--- config.mk ---
export PLATFORM = sky130hd
export DESIGN_NAME = counter_nb
export DESIGN_NICKNAME = d
export VERILOG_FILES = /design/src/rtl/counter_pkg.sv /design/src/rtl/adder_nb.sv /design/src/rtl/full_adder.sv /design/src/rtl/counter_nb.sv
export SDC_FILE = /design/constraint.sdc
export NUM_CORES = 1
export LEC_CHECK = 0
export ABC_AREA = 1
export CAP_MARGIN = 10
export CORE_UTILIZATION = 49
export DETAILED_ROUTE_END_ITERATION = 7
export PLACE_DENSITY = 0.77
export REMOVE_ABC_BUFFERS = 1
export SETUP_SLACK_MARGIN = 0.15
export SLEW_MARGIN = 20
export SYNTH_ARGS = -nofsm -noshare
export SYNTH_HDL_FRONTEND = slang
export SYNTH_SLANG_ARGS = --single-unit
--- constraint.sdc ---
create_clock -name clk -period 3.2 [get_ports clk]
set_input_delay 0.64 -clock clk [delete_from_list [all_inputs] [get_ports clk]]
set_output_delay 0.64 -clock clk [all_outputs]
set_load 0.1 [all_outputs]
--- src/rtl/counter_pkg.sv ---
// Shared constants and helpers for the counter_nb block: mode encodings and
// binary-to-Gray conversion.
package counter_pkg;
  localparam int MODE_SAT  = 0;
  localparam int MODE_WRAP = 1;
  localparam int MAX_W     = 16;

  // Callers zero-extend to MAX_W bits and truncate the result back to their width.
  function automatic logic [MAX_W-1:0] bin2gray(input logic [MAX_W-1:0] b);
    return b ^ (b >> 1);
  endfunction
endpackage

--- src/rtl/adder_nb.sv ---
// WIDTH-bit ripple-carry adder, one full_adder cell per bit.
module adder_nb #(
  parameter int WIDTH = 6
) (
  output logic [WIDTH-1:0] Sum,
  output logic             C_out,
  input  logic [WIDTH-1:0] Input1,
  input  logic [WIDTH-1:0] Input2,
  input  logic             C_in
);
  logic [WIDTH:0] c;
  assign c[0] = C_in;

  for (genvar i = 0; i < WIDTH; i++) begin : g_bit
    full_adder u_fa (
      .A    (Input1[i]),
      .B    (Input2[i]),
      .C_in (c[i]),
      .Sum  (Sum[i]),
      .C_out(c[i+1])
    );
  end

  assign C_out = c[WIDTH];
endmodule

--- src/rtl/full_adder.sv ---
// 1-bit full adder cell; the ripple adder is built from these.
module full_adder (
  input  logic A,
  input  logic B,
  input  logic C_in,
  output logic Sum,
  output logic C_out
);
  assign Sum   = A ^ B ^ C_in;
  assign C_out = (A & B) | (C_in & (A ^ B));
endmodule

--- src/rtl/counter_nb.sv ---
// Modulo-DEPTH up/down counter with load, clear, wrap/saturate modes,
// registered Gray output and a one-cycle wrap/saturation pulse.
module counter_nb
  import counter_pkg::*;
#(
  parameter int WIDTH = 6,
  parameter int DEPTH = 64,
  parameter int WRAP  = MODE_WRAP
) (
  input  logic             clk,
  input  logic             rst_n,
  input  logic             En,
  input  logic             Clr,
  input  logic             Load,
  input  logic [WIDTH-1:0] Din,
  input  logic             Inc,
  input  logic             Dec,
  output logic [WIDTH-1:0] Count,
  output logic [WIDTH-1:0] Gray,
  output logic             Zero,
  output logic             Max,
  output logic             Wrap_p
);
  if (WIDTH < 2 || WIDTH > MAX_W || DEPTH < 2 || DEPTH > (1 << WIDTH) ||
      (WRAP != MODE_WRAP && WRAP != MODE_SAT)) begin : g_bad_params
    $fatal(1, "counter_nb: illegal WIDTH/DEPTH/WRAP combination");
  end

  localparam logic [WIDTH-1:0] TOP = WIDTH'(DEPTH - 1);

  logic [WIDTH-1:0] cnt_q, cnt_d, gray_q, gray_d;
  logic             wrap_q, wrap_d;
  logic [WIDTH-1:0] add_b, add_sum;
  logic             add_ci, add_co_unused, dec_only;

  // Decrement adds all-ones with no carry-in; increment adds zero with carry-in.
  assign dec_only = Dec & ~Inc;
  assign add_b    = dec_only ? '1 : '0;
  assign add_ci   = ~dec_only;

  adder_nb #(.WIDTH(WIDTH)) u_add (
    .Sum   (add_sum),
    .C_out (add_co_unused),
    .Input1(cnt_q),
    .Input2(add_b),
    .C_in  (add_ci)
  );

  always_comb begin
    cnt_d  = cnt_q;
    wrap_d = 1'b0;
    if (Clr) begin
      cnt_d = '0;
    end else if (En) begin
      if (Load) begin
        cnt_d = (Din > TOP) ? TOP : Din;
      end else if (Inc && Dec) begin
        cnt_d = cnt_q;
      end else if (Inc) begin
        if (cnt_q == TOP) begin
          wrap_d = 1'b1;
          if (WRAP == MODE_WRAP) cnt_d = '0;
        end else begin
          cnt_d = add_sum;
        end
      end else if (Dec) begin
        if (cnt_q == '0) begin
          wrap_d = 1'b1;
          if (WRAP == MODE_WRAP) cnt_d = TOP;
        end else begin
          cnt_d = add_sum;
        end
      end
    end
    gray_d = WIDTH'(bin2gray(MAX_W'(cnt_d)));
  end

  always_ff @(posedge clk or negedge rst_n) begin
    if (!rst_n) begin
      cnt_q  <= '0;
      gray_q <= '0;
      wrap_q <= 1'b0;
    end else begin
      cnt_q  <= cnt_d;
      gray_q <= gray_d;
      wrap_q <= wrap_d;
    end
  end

  assign Count  = cnt_q;
  assign Gray   = gray_q;
  assign Wrap_p = wrap_q;
  assign Zero   = (cnt_q == '0);
  assign Max    = (cnt_q == TOP);
endmodule

* Word level (Yosys, flattened, before mapping)
Cells that the tools add are included.
** Storage, ports and cells
- Flip-flop bits (word level) :: 13
- Bits of input ports :: 13
- Output and inout port bits :: 15
- Word-level logic and storage cells :: 56
** Operators by class
- $lt $le $gt $ge :: 1
- Equal/unequal tests :: 1
- Muxes and demuxes :: 18
- Bitwise operators :: 31
- Reduce and logical (&&, ||, !) cells :: 2
** Operators by type and width (count)
- 2-to-1 mux 6 bit :: 10
- bitwise XOR 1 bit :: 12
- AND 1 bit :: 11
- 2-to-1 mux 1 bit :: 8
- equality test 6 bit, second input constant :: 1
- greater-than comparator 6 bit, second input constant :: 1
- zero test 6 bit :: 1
- bitwise XOR 6 x 5 -> 6 bit :: 1
- OR 1 bit :: 5
- inverter 1 bit :: 2
- logical AND 1 bit :: 1

* Logic depth before layout (Yosys ltp)
Gate-level depths: netlist of run 1.
- Word-level depth :: 23
- Depth in mapped cells :: 26
- Depth with buffers taken out :: 24

* Hierarchy
A second synthesis of run 1 with hierarchy kept.
** Second synthesis, totals
- Cell total of the unflattened synthesis :: 129
- Area total of the unflattened synthesis :: 954.7 um2
** Modules (own cells, without submodules)
- counter_nb :: instances 1, cells each 123, area each 834.6 um2, sequential area each 300.3 um2
- full_adder :: instances 6, cells each 1, area each 20.0 um2, sequential area each 0.0 um2

* Worst setup path before layout of run 1
No wires, ideal clock.
- Path type :: input to register
- Start point :: input port Inc
- End point :: register gray_q[4], in the netlist Gray[4]
- Library setup time :: 0.116 ns
- Arrival :: 3.097 ns
- Data required time :: 3.084 ns
- Slack :: -0.014 ns
- Stages on the path :: 25
- Buffers on the path :: 2
- Path through :: buf_6 > inv_6 > nand2_2 > buf_6 > ha_1 > o21bai_1 > ha_1 > o21bai_1 > ha_1 > o21bai_1 > ha_1 > o21bai_1 > ha_1 > inv_1 > nand2_1 > nand3_1 > nand3_1 > nand2_1 > inv_1 > nand2_1 > nand2_1 > nand2_1 > nand2_1 > nand2_1 > nand2_1
** Between the ends
- Cells in the longest elaborated chain, start to end :: 23
- Elaborated cells between the ends (all ways) :: 37
- Those cells by class :: mux: 9; bitwise: 27; reduce/logical: 1
** Ends and longest elaborated chain
- start, declared :: RTL line counter_nb.sv:16 : input logic Inc,
- inverter 1 bit :: RTL line counter_nb.sv:37 : assign dec_only = Dec & ~Inc;
- AND 1 bit :: RTL line counter_nb.sv:37
- 2-to-1 mux 6 bit :: RTL line counter_nb.sv:38 : assign add_b = dec_only ? '1 : '0;
- bitwise XOR 1 bit :: RTL line full_adder.sv:10 : assign C_out = (A & B) | (C_in & (A ^ B));
- AND 1 bit :: RTL line full_adder.sv:10
- OR 1 bit :: RTL line full_adder.sv:10
- AND 1 bit :: RTL line full_adder.sv:10
- OR 1 bit :: RTL line full_adder.sv:10
- [... 8 more ...]
- 2-to-1 mux 6 bit :: RTL line counter_nb.sv:66 : end else if (Dec) begin
- 2-to-1 mux 6 bit :: RTL line counter_nb.sv:59 : end else if (Inc) begin
- 2-to-1 mux 6 bit * :: RTL line counter_nb.sv:57 : end else if (Inc && Dec) begin
- 2-to-1 mux 6 bit * :: RTL line counter_nb.sv:55 : if (Load) begin
- 2-to-1 mux 6 bit * :: RTL line counter_nb.sv:54 : end else if (En) begin
- 2-to-1 mux 6 bit * :: RTL line counter_nb.sv:52 : if (Clr) begin
- bitwise XOR 6 x 5 -> 6 bit * :: RTL line counter_pkg.sv:10 : return b ^ (b >> 1);
- net gray_d[4] :: RTL line counter_nb.sv:31 : logic [WIDTH-1:0] cnt_q, cnt_d, gray_q, gray_d;
- end signal, assigned :: RTL line counter_nb.sv:85 : gray_q <= gray_d;
- end, declared :: RTL line counter_nb.sv:31
The timed path passes the listed nets; every way through them passes the cells marked *.

* Worst setup path after layout of run 1
Ends and elaborated chain as after synthesis.

==> results of run 1 <==
[critical path, cell delays in order]
cell	delay [ns]
buf_4	0.13
inv_6	0.06
nand2_8	0.05
buf_6	0.12
buf_4	0.12
o21bai_1	0.15
ha_2	0.20
o21bai_4	0.11
ha_2	0.17
o21bai_4	0.11
ha_2	0.16
o21bai_1	0.10
ha_2	0.19
inv_2	0.03
nand2_2	0.07
inv_1	0.04
nand2_1	0.08
nand2_1	0.06
nand2_1	0.06
nand2_1	0.05
nand2_1	0.06
nand2_1	0.05
nand2_2	0.07
nand2_2	0.05
nand2_1	0.06
nand2_1	0.05
[flip-flops by register name, indices dropped and copies added, names as in the netlist]
name    count
Count       6
Gray        5
Wrap_p      1
[metrics by stage]
stage | setup TNS, ns | hold slack [ns]
global route | 0 | 0.746
global placement | -1.36 | 0.711
CTS | 0 | 0.718
floorplan | 0 | 0.344
finish | 0 | 0.710
detailed placement | -1.82 | 0.716
[repair_timing]
| action | CTS | global route |
|---|---|---|
| resized for setup | 8 | 20 |
| setup buffers | 1 | 2 |
| hold endpoints to repair | 0 | 0 |
| endpoints found under the setup margin | 4 | 3 |
| pin swaps | 1 | 8 |
[cell families (layout without fill, tap and decap cells)]
group / Yosys count / in the layout
AO/OA/AOI/OAI: 26 / 26
XOR/XNOR: 3 / 3
adder cells (fa/ha/maj): 5 / 5
buffers and inverters: 40 / 71
flip-flops: 12 / 12
AND/OR/NAND/NOR: 79 / 79
[layout make-up]
type	instances	area, sq um	share of cell area
clock buffers	4	36.3	0.0245
inverters	30	118	0.0795
multi-input cells	113	688	0.465
flip-flops and latches	12	300	0.203
well taps	27	33.8	0.0228
repair buffers	37	304	0.205
[cell usage in the layout, fill, tap and decap left out, drive strengths merged]
| cell | n |
|---|---|
| a211oi | 1 |
| o21bai | 4 |
| xor2 | 3 |
| ha | 5 |
| a31oi | 2 |
| inv | 30 |
| clkbuf | 4 |
| a21oi | 12 |
| nand2 | 55 |
| or2 | 1 |
| nor3 | 1 |
| nand3 | 11 |
| buf | 27 |
| dfrtp | 12 |
| o31ai | 1 |
| nor2 | 10 |
| clkdlybuf4s50 | 10 |
| nor4 | 1 |
| o21ai | 6 |
[final timing paths]
check,end,cells after the start,start,slack [ns]
worst max-delay path,Gray[4],26,Inc,0.28
worst max register to register,Gray[4],21,Count[0],0.39
worst min register to register,Count[3],2,Count[3],0.72
min in group clk,Count[3],2,Count[3],0.72
worst min-delay path,Count[0],1,rst_n,0.71
max in group asynchronous,Count[5],1,rst_n,2.15
[power groups by stage]
stage	clock, mW	sequential (mW)	combinational, mW
CTS	0.118	0.180	0.306
global placement	0	0.182	0.300
global route	0.126	0.182	0.344
floorplan	0	0.296	0.107
finish	0.115	0.181	0.323
detailed placement	0	0.183	0.305
[layer usage]
metal / share of wire / up-vias / track usage
met1: 0.44 / 489 / 0.303
li1: - / 574 / -
met3: 0.043 / 3 / 0.0278
met5: 0 / - / 0
met4: 0.0060 / 0 / 0.0857
met2: 0.51 / 29 / 0.408
==> metrics.yaml, run 1 <==
grt_max_degree: 13
final_hold_viol_count: 0
synthTopCellsByCount: "nand2_1, inv_1, dfrtp_1, a21oi_1"
gp_congestion: 0.939
p_clk_frac: 0.186
die_h_microns: 49.6
holdCritPathClass: "input port to asynchronous set/reset pin"
synth_top_area_cell: "dfrtp_1"
synth-xor-area-share: 0.0237
routedWlPerCell_microns: 12.7
routed_wl_mm: 2.82
ant_nets: 0
rows: 16
grt_usage: 0.237
final_util: 0.725
synth_seq_area_share: 0.271
portBuffers: 27
comb_power_share: 0.522
fmax_mhz: 342
max-vdd-ir-drop_mv: 0.431
via_per_inst: 4.91
initial_core_util: 0.544
first_iter_violations: 23
vias: 1095
syn-mean-instance-area_sq_um: 6.73
yosysMostFrequentCell: "nand2_1"
synthMuxAreaShare: 0
clk_path_buf_depth: 2
min_period_over_period: 0.913
synth_top_family_by_area: "simple AND/OR/NAND/NOR gates"
grt_setup_unrepaired: "false"
crit_required_ns: 3.35
critPathArrivalTime_ns: 3.08
worst_skew_pair.late_latency_ns: 0.26
ys_top_cells_by_area: "dfrtp_1, nand2_1, inv_1, ha_1, buf_4"
nFillCells: 179
grt-ovfl-total: 0
dp.cells: 216
io_pins: 28
antenna_cells: 0
switchingPower_mw: 0.292
finalNonFillerCells: 223
drive_above_1_share: 0.332
die_area_sq_mm: 0.00246
dr.pass1.iters: 4
cts_sinks: 12
synth_area_sq_mm: 0.00111
synthFlopType: "dfrtp_1"
grt_pass1_wl_mm: 4.57
synth_enable_flop_cells: 0
clk_pin_slew_ns: 0.07
nets: 215
syn2layout_area_growth_pct: 33.4
ys_ff_latch: 12
coreArea_sq_mm: 0.00204
pwr-share-seq: 0.292
placed_cell_area_sq_mm: 0.00135
netlist_instances: 165
skew_ns: 0.00172
final_area_sq_mm: 0.00148
hold_buffers: 0
internal_power_mw: 0.325
cap_viol_max_count: 0
drcViolationCount: 0
timing.slew.headroom: 0.662
worstPathMaxFanout: 3
antenna_found_initial: 0
switching_share: 0.473
grt_pass1_vias: 1063
cts_buffers: 3
crit_type: "input port to flip-flop"
synth_warnings: 0
pwr_density_cell_mw_per_mm2: 417
synthAdderAreaFrac: 0.0564
finalPower_mw: 0.618
synth_simple_gate_area_frac: 0.312
synthArstFlopShare: 1.00
cts_tree: "yes"
finalMaxSlewViolations: 0
cp-start-kind: "input port"
max_slew.worst_pin.slew_ns: 0.506
netlist-cell-type-count: 26
yosysTopAreaCellShare: 0.271
dp_slack_ns: -0.542
cts_htree_levels: 1
hpwl_mm: 2.20
layout_setup_ws_ns: 0.277
status: "complete, no violations"
synth-compound-area-share: 0.157
root_buffer: "clkbuf_4"
endpoint_kind: "flip-flop"
die_width_microns: 49.6
p_leak_nw: 0.798
period_minus_slack_ns: 2.92
setup_viol: 0
No activity file was read; power rests on OpenSTA's default activity.
==> run 2: changes to the inputs <==
--- a/config.mk
+++ b/config.mk
@@ -5,11 +5,10 @@
 export SDC_FILE = /design/constraint.sdc
 export NUM_CORES = 1
 export LEC_CHECK = 0
-export ABC_AREA = 1
 export CAP_MARGIN = 10
-export CORE_UTILIZATION = 49
+export CORE_UTILIZATION = 48
 export DETAILED_ROUTE_END_ITERATION = 7
-export PLACE_DENSITY = 0.77
+export PLACE_DENSITY = 0.76
 export REMOVE_ABC_BUFFERS = 1
 export SETUP_SLACK_MARGIN = 0.15
 export SLEW_MARGIN = 20
==> constraint.sdc (replaced) <==
create_clock -name clk -period 3 [get_ports clk]
set_input_delay 0.6 -clock clk [delete_from_list [all_inputs] [get_ports clk]]
set_output_delay 0.6 -clock clk [all_outputs]
set_load 0.1 [all_outputs]
==> run 2 against run 1 <==
Net effect:
- the run now ends with negative setup slack left
- clock power up 11%
- die area fell by 2.7%
- area after synthesis decreased by 4.8%
- global-route usage down 0.87 points
- first-iteration DRC count down 13%
- clock skew about the same
- largest power group unchanged
- highest routed layer unchanged
==> metrics.yaml, run 2 <==
status: "finished, violations left"
violations: "negative setup slack"
netlist_instances: 117  # -29%
initial_core_util: 0.522  # -0.0212
dp.cells: 163  # -25%
root_buffer: "clkbuf_4"
critPathArrivalTime_ns: 3.25  # +0.17 ns
worstPathMaxFanout: 10  # +7
clk_path_buf_depth: 2  # unchanged
cts_sinks: 12  # unchanged
holdCritPathClass: "input port to asynchronous set/reset pin"
synth_seq_area_share: 0.284  # +0.0138
drcViolationCount: 0  # unchanged
crit_required_ns: 3.20  # -0.15 ns
crit_buf_inv: 2  # -4
finalNonFillerCells: 167  # -25%
pwr_density_cell_mw_per_mm2: 488  # +17%
crit_type: "input port to flip-flop"
fmax_mhz: 328
slowest_delay_ns: 0.33  # +0.13 ns
mostFrequentLayoutCells: "buf_4, dfrtp_1, clkdlybuf4s50_1, inv_1, o21ai_0"
min_period_over_period: 1.02
layout_setup_ws_ns: -0.0518  # -0.329 ns
cts_tree: "yes"
path_delay_family: "compound AO/OA/AOI/OAI gates"
hold_slack_ns: 0.676  # -0.0342 ns
max-vdd-ir-drop_mv: 0.487  # +13%
grt_max_degree: 17  # +4
synthArstFlopShare: 1.00  # unchanged
syn-mean-instance-area_sq_um: 9.03  # +34%
largest_reg_flops: 6  # unchanged
endpoint_kind: "flip-flop"
routed_wl_mm: 2.61  # -7.6%
ys_top_cells_by_area: "dfrtp_1, ha_1, buf_4, xor2_1, xnor2_1"
netlist-cell-type-count: 47  # +81%
skew_ns: 0.00213  # +0.000402 ns
vias: 973  # -11%
first_iter_violations: 20  # -13%
ant_nets: 0  # unchanged
antenna_cells: 0  # unchanged
worst_skew_pair.late_latency_ns: 0.27  # about the same
timing.slew.headroom: 0.637  # -0.0242
p_leak_nw: 0.664  # -17%
clk_pin_slew_ns: 0.08  # about the same
final_util: 0.699  # -0.0262
nets: 159  # -26%
crit_chain: "buf_6 -> nor2b_4 -> buf_4 -> a21o_1 -> ha_2 -> a21o_1 -> ha_2 -> a21o_1 -> ha_2 -> a21o_1 -> ha_4 -> nor2b_4 -> o22ai_2 -> a221o_1 -> a31oi_4 -> xor2_1"
max_slew.worst_pin.slew_ns: 0.542  # +0.0362 ns
yosysMostFrequentCell: "dfrtp_1"
grt-ovfl-total: 0  # unchanged
cap_viol_max_count: 0  # unchanged
portBuffers: 27  # unchanged
final_hold_viol_count: 0  # unchanged
ys_ff_latch: 12  # unchanged
finalMaxSlewViolations: 0  # unchanged
period_minus_slack_ns: 3.05
setup_viol: 1  # +1
drive_above_1_share: 0.314  # -0.0173
nFillCells: 153  # -15%
synth_area_sq_mm: 0.00106  # -4.8%
rows: 16  # unchanged
synthFlopType: "dfrtp_1"
cts_setup_buffers: 0  # -1
synth_top_area_cell: "dfrtp_1"
yosysTopAreaCellShare: 0.284  # +0.0138
hold_buffers: 0  # unchanged
dr.pass1.iters: 4  # unchanged
cpMostUsedCell: "a21o_1"
gp_congestion: 0.847  # -9.8%
synth_enable_flop_cells: 0  # unchanged
die_h_microns: 48.9  # -1.4%
grt_pass1_wl_mm: 4.20  # -8.0%
hpwl_mm: 1.85  # -16%
cts_buffers: 3  # unchanged
cts_htree_levels: 1  # unchanged
antenna_found_initial: 0  # unchanged
die_width_microns: 48.9  # -1.4%
io_pins: 28  # unchanged
grt_pass1_vias: 933  # -12%
syn2layout_area_growth_pct: 33.8
die_area_sq_mm: 0.00239  # -2.7%
grt_usage: 0.229  # -0.00869
cp-start-kind: "input port"
synthTopCellsByCount: "dfrtp_1, inv_1, buf_4, o21ai_0"
grt_setup_unrepaired: "true"
via_per_inst: 5.83  # +19%
synth_warnings: 0  # unchanged
coreArea_sq_mm: 0.00202  # -0.98%
routedWlPerCell_microns: 15.6  # +23%
final_common_cell: "buf_4"
slowest_stage: "a221o_1"
run 2: cells by family after synthesis:
kind of cell / share of synthesized area
AND/OR/NAND/NOR: 0.178
AO/OA/AOI/OAI: 0.267
XOR/XNOR: 0.0746
adder cells (fa/ha/maj): 0.0592
multiplexers: 0.0296
flip-flops: 0.284
buffers and inverters: 0.108
run 2: path summary, 6_finish.rpt:
check | endpoint | from | cells past startpoint | slack [ns]
min in group clk | Count[0] | Dec | 4 | 0.85
max | Gray[4] | Dec | 16 | -0.05
max reg2reg | Gray[4] | Count[0] | 14 | 0.10
max in group asynchronous | Gray[1] | rst_n | 1 | 1.97
min reg2reg | Count[5] | Count[5] | 2 | 0.87
min | Count[4] | rst_n | 1 | 0.68
run 2: routing by layer:
| metal | vias to the layer above | GRT usage | wire length (microns) |
|---|---|---|---|
| met5 | - | 0 | 0 |
| met4 | 0 | 0.123 | 29 |
| met3 | 6 | 0.0156 | 95 |
| met2 | 24 | 0.375 | 1240 |
| met1 | 471 | 0.300 | 1240 |
| li1 | 472 | - | - |
run 2: layout make-up:
cell class / count / area [sq um] / share of cell area
clock buffer: 4 / 36.3 / 0.0257
inverter: 9 / 33.8 / 0.0239
multi-input combinational: 82 / 716 / 0.507
sequential: 12 / 300 / 0.213
tap: 27 / 33.8 / 0.0239
timing repair buffer: 33 / 293 / 0.207
run 2: per-stage QoR:
stage / TNS, ns / area (sq um) / setup WS (ns) / power (mW)
after CTS: -0.0232 / 1380 / -0.0232 / 0.686
final: -0.0518 / 1410 / -0.0518 / 0.690
after global placement: -3.78 / 1300 / -0.856 / 0.543
after floorplan: -4.70 / 976 / -0.703 / 0.446
after detailed placement: -4.11 / 1300 / -0.922 / 0.546
after global routing: -0.113 / 1410 / -0.113 / 0.721
run 2: report_power, final:
group          internal [mW]  leakage [nW]  switching [mW]
clock                 0.0738        0.0210          0.0546
sequential             0.179         0.154          0.0155
combinational          0.113         0.489           0.254
total                  0.366         0.664           0.324
run 2: timing repair:
action	4_1_cts	5_1_grt
endpoints found under the setup margin	6	4
gates resized for setup	21	5
pin swaps	3	2
==> run 3: changes to the inputs <==
--- a/config.mk
+++ b/config.mk
@@ -6,9 +6,9 @@
 export NUM_CORES = 1
 export LEC_CHECK = 0
 export CAP_MARGIN = 10
-export CORE_UTILIZATION = 48
+export CORE_UTILIZATION = 37
 export DETAILED_ROUTE_END_ITERATION = 7
-export PLACE_DENSITY = 0.76
+export PLACE_DENSITY = 0.61
 export REMOVE_ABC_BUFFERS = 1
 export SETUP_SLACK_MARGIN = 0.15
 export SLEW_MARGIN = 20
==> run 3 against run 2 <==
Net effect:
- the flow still finishes with violations (negative setup slack)
- critical endpoint unchanged
- fmax shrank 2.3%
- non-clock buffer count grew 2
- highest routed layer unchanged
- cell count grew 3.6%
- core utilization shrank 18 points
- sequential power is essentially flat
==> metrics.yaml, run 3 (synthesized netlist as in run 2, its figures left out) <==
crit_buf_inv: 2  # unchanged
largest_reg_flops: 6  # unchanged
dp.cells: 168  # +3.1%
antenna_found_initial: 0  # unchanged
die_h_microns: 55.4  # +13%
setup.worst_path.start: "Inc"
clk_pin_slew_ns: 0.07  # about the same
grt_pass1_wl_mm: 4.44  # +5.7%
gp_congestion: 0.811  # -4.3%
worst_skew_pair.late_latency_ns: 0.26  # about the same
endpoint_kind: "flip-flop"
cts_tree: "yes"
drive_above_1_share: 0.324  # +0.00966
finalPower_mw: 0.694  # +0.64%
antenna_cells: 0  # unchanged
final_common_cell: "buf_4"
dr.pass1.iters: 4  # unchanged
p_leak_nw: 0.675  # +1.6%
cpMostUsedCell: "a21o_1"
routedWlPerCell_microns: 15.5  # -1.1%
drcViolationCount: 0  # unchanged
path_delay_family: "compound AO/OA/AOI/OAI gates"
final_util: 0.524  # -0.175
vias: 966  # -0.72%
grt_max_degree: 17  # unchanged
syn2layout_area_growth_pct: 35.5
final_hold_viol_count: 0  # unchanged
die_area_sq_mm: 0.00307  # +28%
worstPathMaxFanout: 3  # -7
hold_buffers: 0  # unchanged
finalNonFillerCells: 173  # +3.6%
portBuffers: 27  # unchanged
grt-ovfl-total: 0  # unchanged
cts_buffers: 3  # unchanged
cap_viol_max_count: 0  # unchanged
grt_usage: 0.177  # -0.0511
holdCritPathClass: "input port to asynchronous set/reset pin"
via_per_inst: 5.58  # -4.2%
setup_viol: 2  # +1
finalMaxSlewViolations: 0  # unchanged
grt_setup_unrepaired: "true"
cts_htree_levels: 1  # unchanged
crit_required_ns: 3.18  # -0.02 ns
io_pins: 28  # unchanged
pwr_density_cell_mw_per_mm2: 485  # -0.68%
root_buffer: "clkbuf_4"
crit_chain: "buf_8 -> nor2b_4 -> inv_2 -> ha_4 -> a21o_1 -> ha_2 -> a21o_1 -> ha_2 -> a21o_1 -> ha_2 -> a21o_1 -> ha_4 -> nor2b_4 -> o22ai_1 -> a221o_1 -> a31oi_2 -> xor2_1"
period_minus_slack_ns: 3.12  # +0.0719 ns
fmax_mhz: 320  # -2.3%
grt_pass1_vias: 936  # +0.32%
first_iter_violations: 35  # +75%
die_width_microns: 55.4  # +13%
skew_ns: 0.00534  # +0.00321 ns
layout_setup_ws_ns: -0.124  # -0.0719 ns
mostFrequentLayoutCells: "buf_4, dfrtp_1, clkdlybuf4s50_1, inv_1, o21ai_0"
status: "finished, violations left"
max-vdd-ir-drop_mv: 0.442  # -9.1%
coreArea_sq_mm: 0.00273  # +35%
clk_path_buf_depth: 2  # unchanged
nets: 161  # +1.3%
crit_type: "input port to flip-flop"
r2r_start: "Count[0]"
critPathArrivalTime_ns: 3.31  # +0.06 ns
min_period_over_period: 1.04  # +0.0240
rows: 19  # +3
hpwl_mm: 1.97  # +6.5%
timing.slew.headroom: 0.661  # +0.0235
initial_core_util: 0.386  # -0.136
routed_wl_mm: 2.67  # +2.5%
cp-start-kind: "input port"
slowest_delay_ns: 0.33  # about the same
ant_nets: 0  # unchanged
slowest_stage: "a221o_1"
cts_sinks: 12  # unchanged
max_slew.worst_pin.slew_ns: 0.507  # -0.0351 ns
hold_slack_ns: 0.671  # -0.00475 ns
violations: "negative setup slack"
## run 3: cell count changes in the layout (fill, tap and decap cells not counted)
cell     delta
a31oi_2     +2
a31oi_1     -1
a31oi_4     -1
buf_4       +1
buf_8       +1
o22ai_1     +1
o22ai_2     -1
## run 3: metrics by stage
stage	setup TNS, ns	setup slack, ns	area (sq um)
4_1_cts	-0.153	-0.107	1410
6_report	-0.194	-0.124	1430
5_1_grt	-0.461	-0.243	1430
2_1_floorplan	-4.70	-0.703	976
3_5_place_dp	-4.67	-1.01	1310
3_3_place_gp	-4.15	-0.924	1310
## run 3: power by group
| part | switching [mW] | internal (mW) |
|---|---|---|
| logic | 0.257 | 0.118 |
| clock network | 0.0492 | 0.0736 |
| registers | 0.0174 | 0.179 |
## run 3: repair_timing
item                                   CTS  global route
resized for setup                       22             4
pin swaps                                5             3
setup endpoints to repair                6             4
buffers inserted                         1             0
endpoints found under the hold margin    0             0
## run 3: cell type report
type,count,area (sq um)
inverter,9,33.8
timing repair buffer,35,315
tap,31,38.8
clock buffer,4,36.3
fill,260,1300
multi-input combinational,82,707
sequential,12,300
## run 3: layer usage
| metal | GRT usage | routed length, microns | vias to the layer above |
|---|---|---|---|
| met5 | 0 | 0 | - |
| met4 | 0.0714 | 13 | 0 |
| met3 | 0.0211 | 109 | 2 |
| met2 | 0.267 | 1260 | 30 |
| met1 | 0.259 | 1290 | 467 |
| li1 | - | - | 467 |
## run 3: path summary, 6_finish.rpt
kind / end / slack (ns) / cells past startpoint
max: Gray[4] / -0.12 / 17
min: Gray[2] / 0.67 / 1
max reg2reg: Gray[4] / 0.01 / 14
min reg2reg: Count[5] / 0.92 / 3
max in group asynchronous: Wrap_p / 1.99 / 1
min in group clk: Count[0] / 0.88 / 4
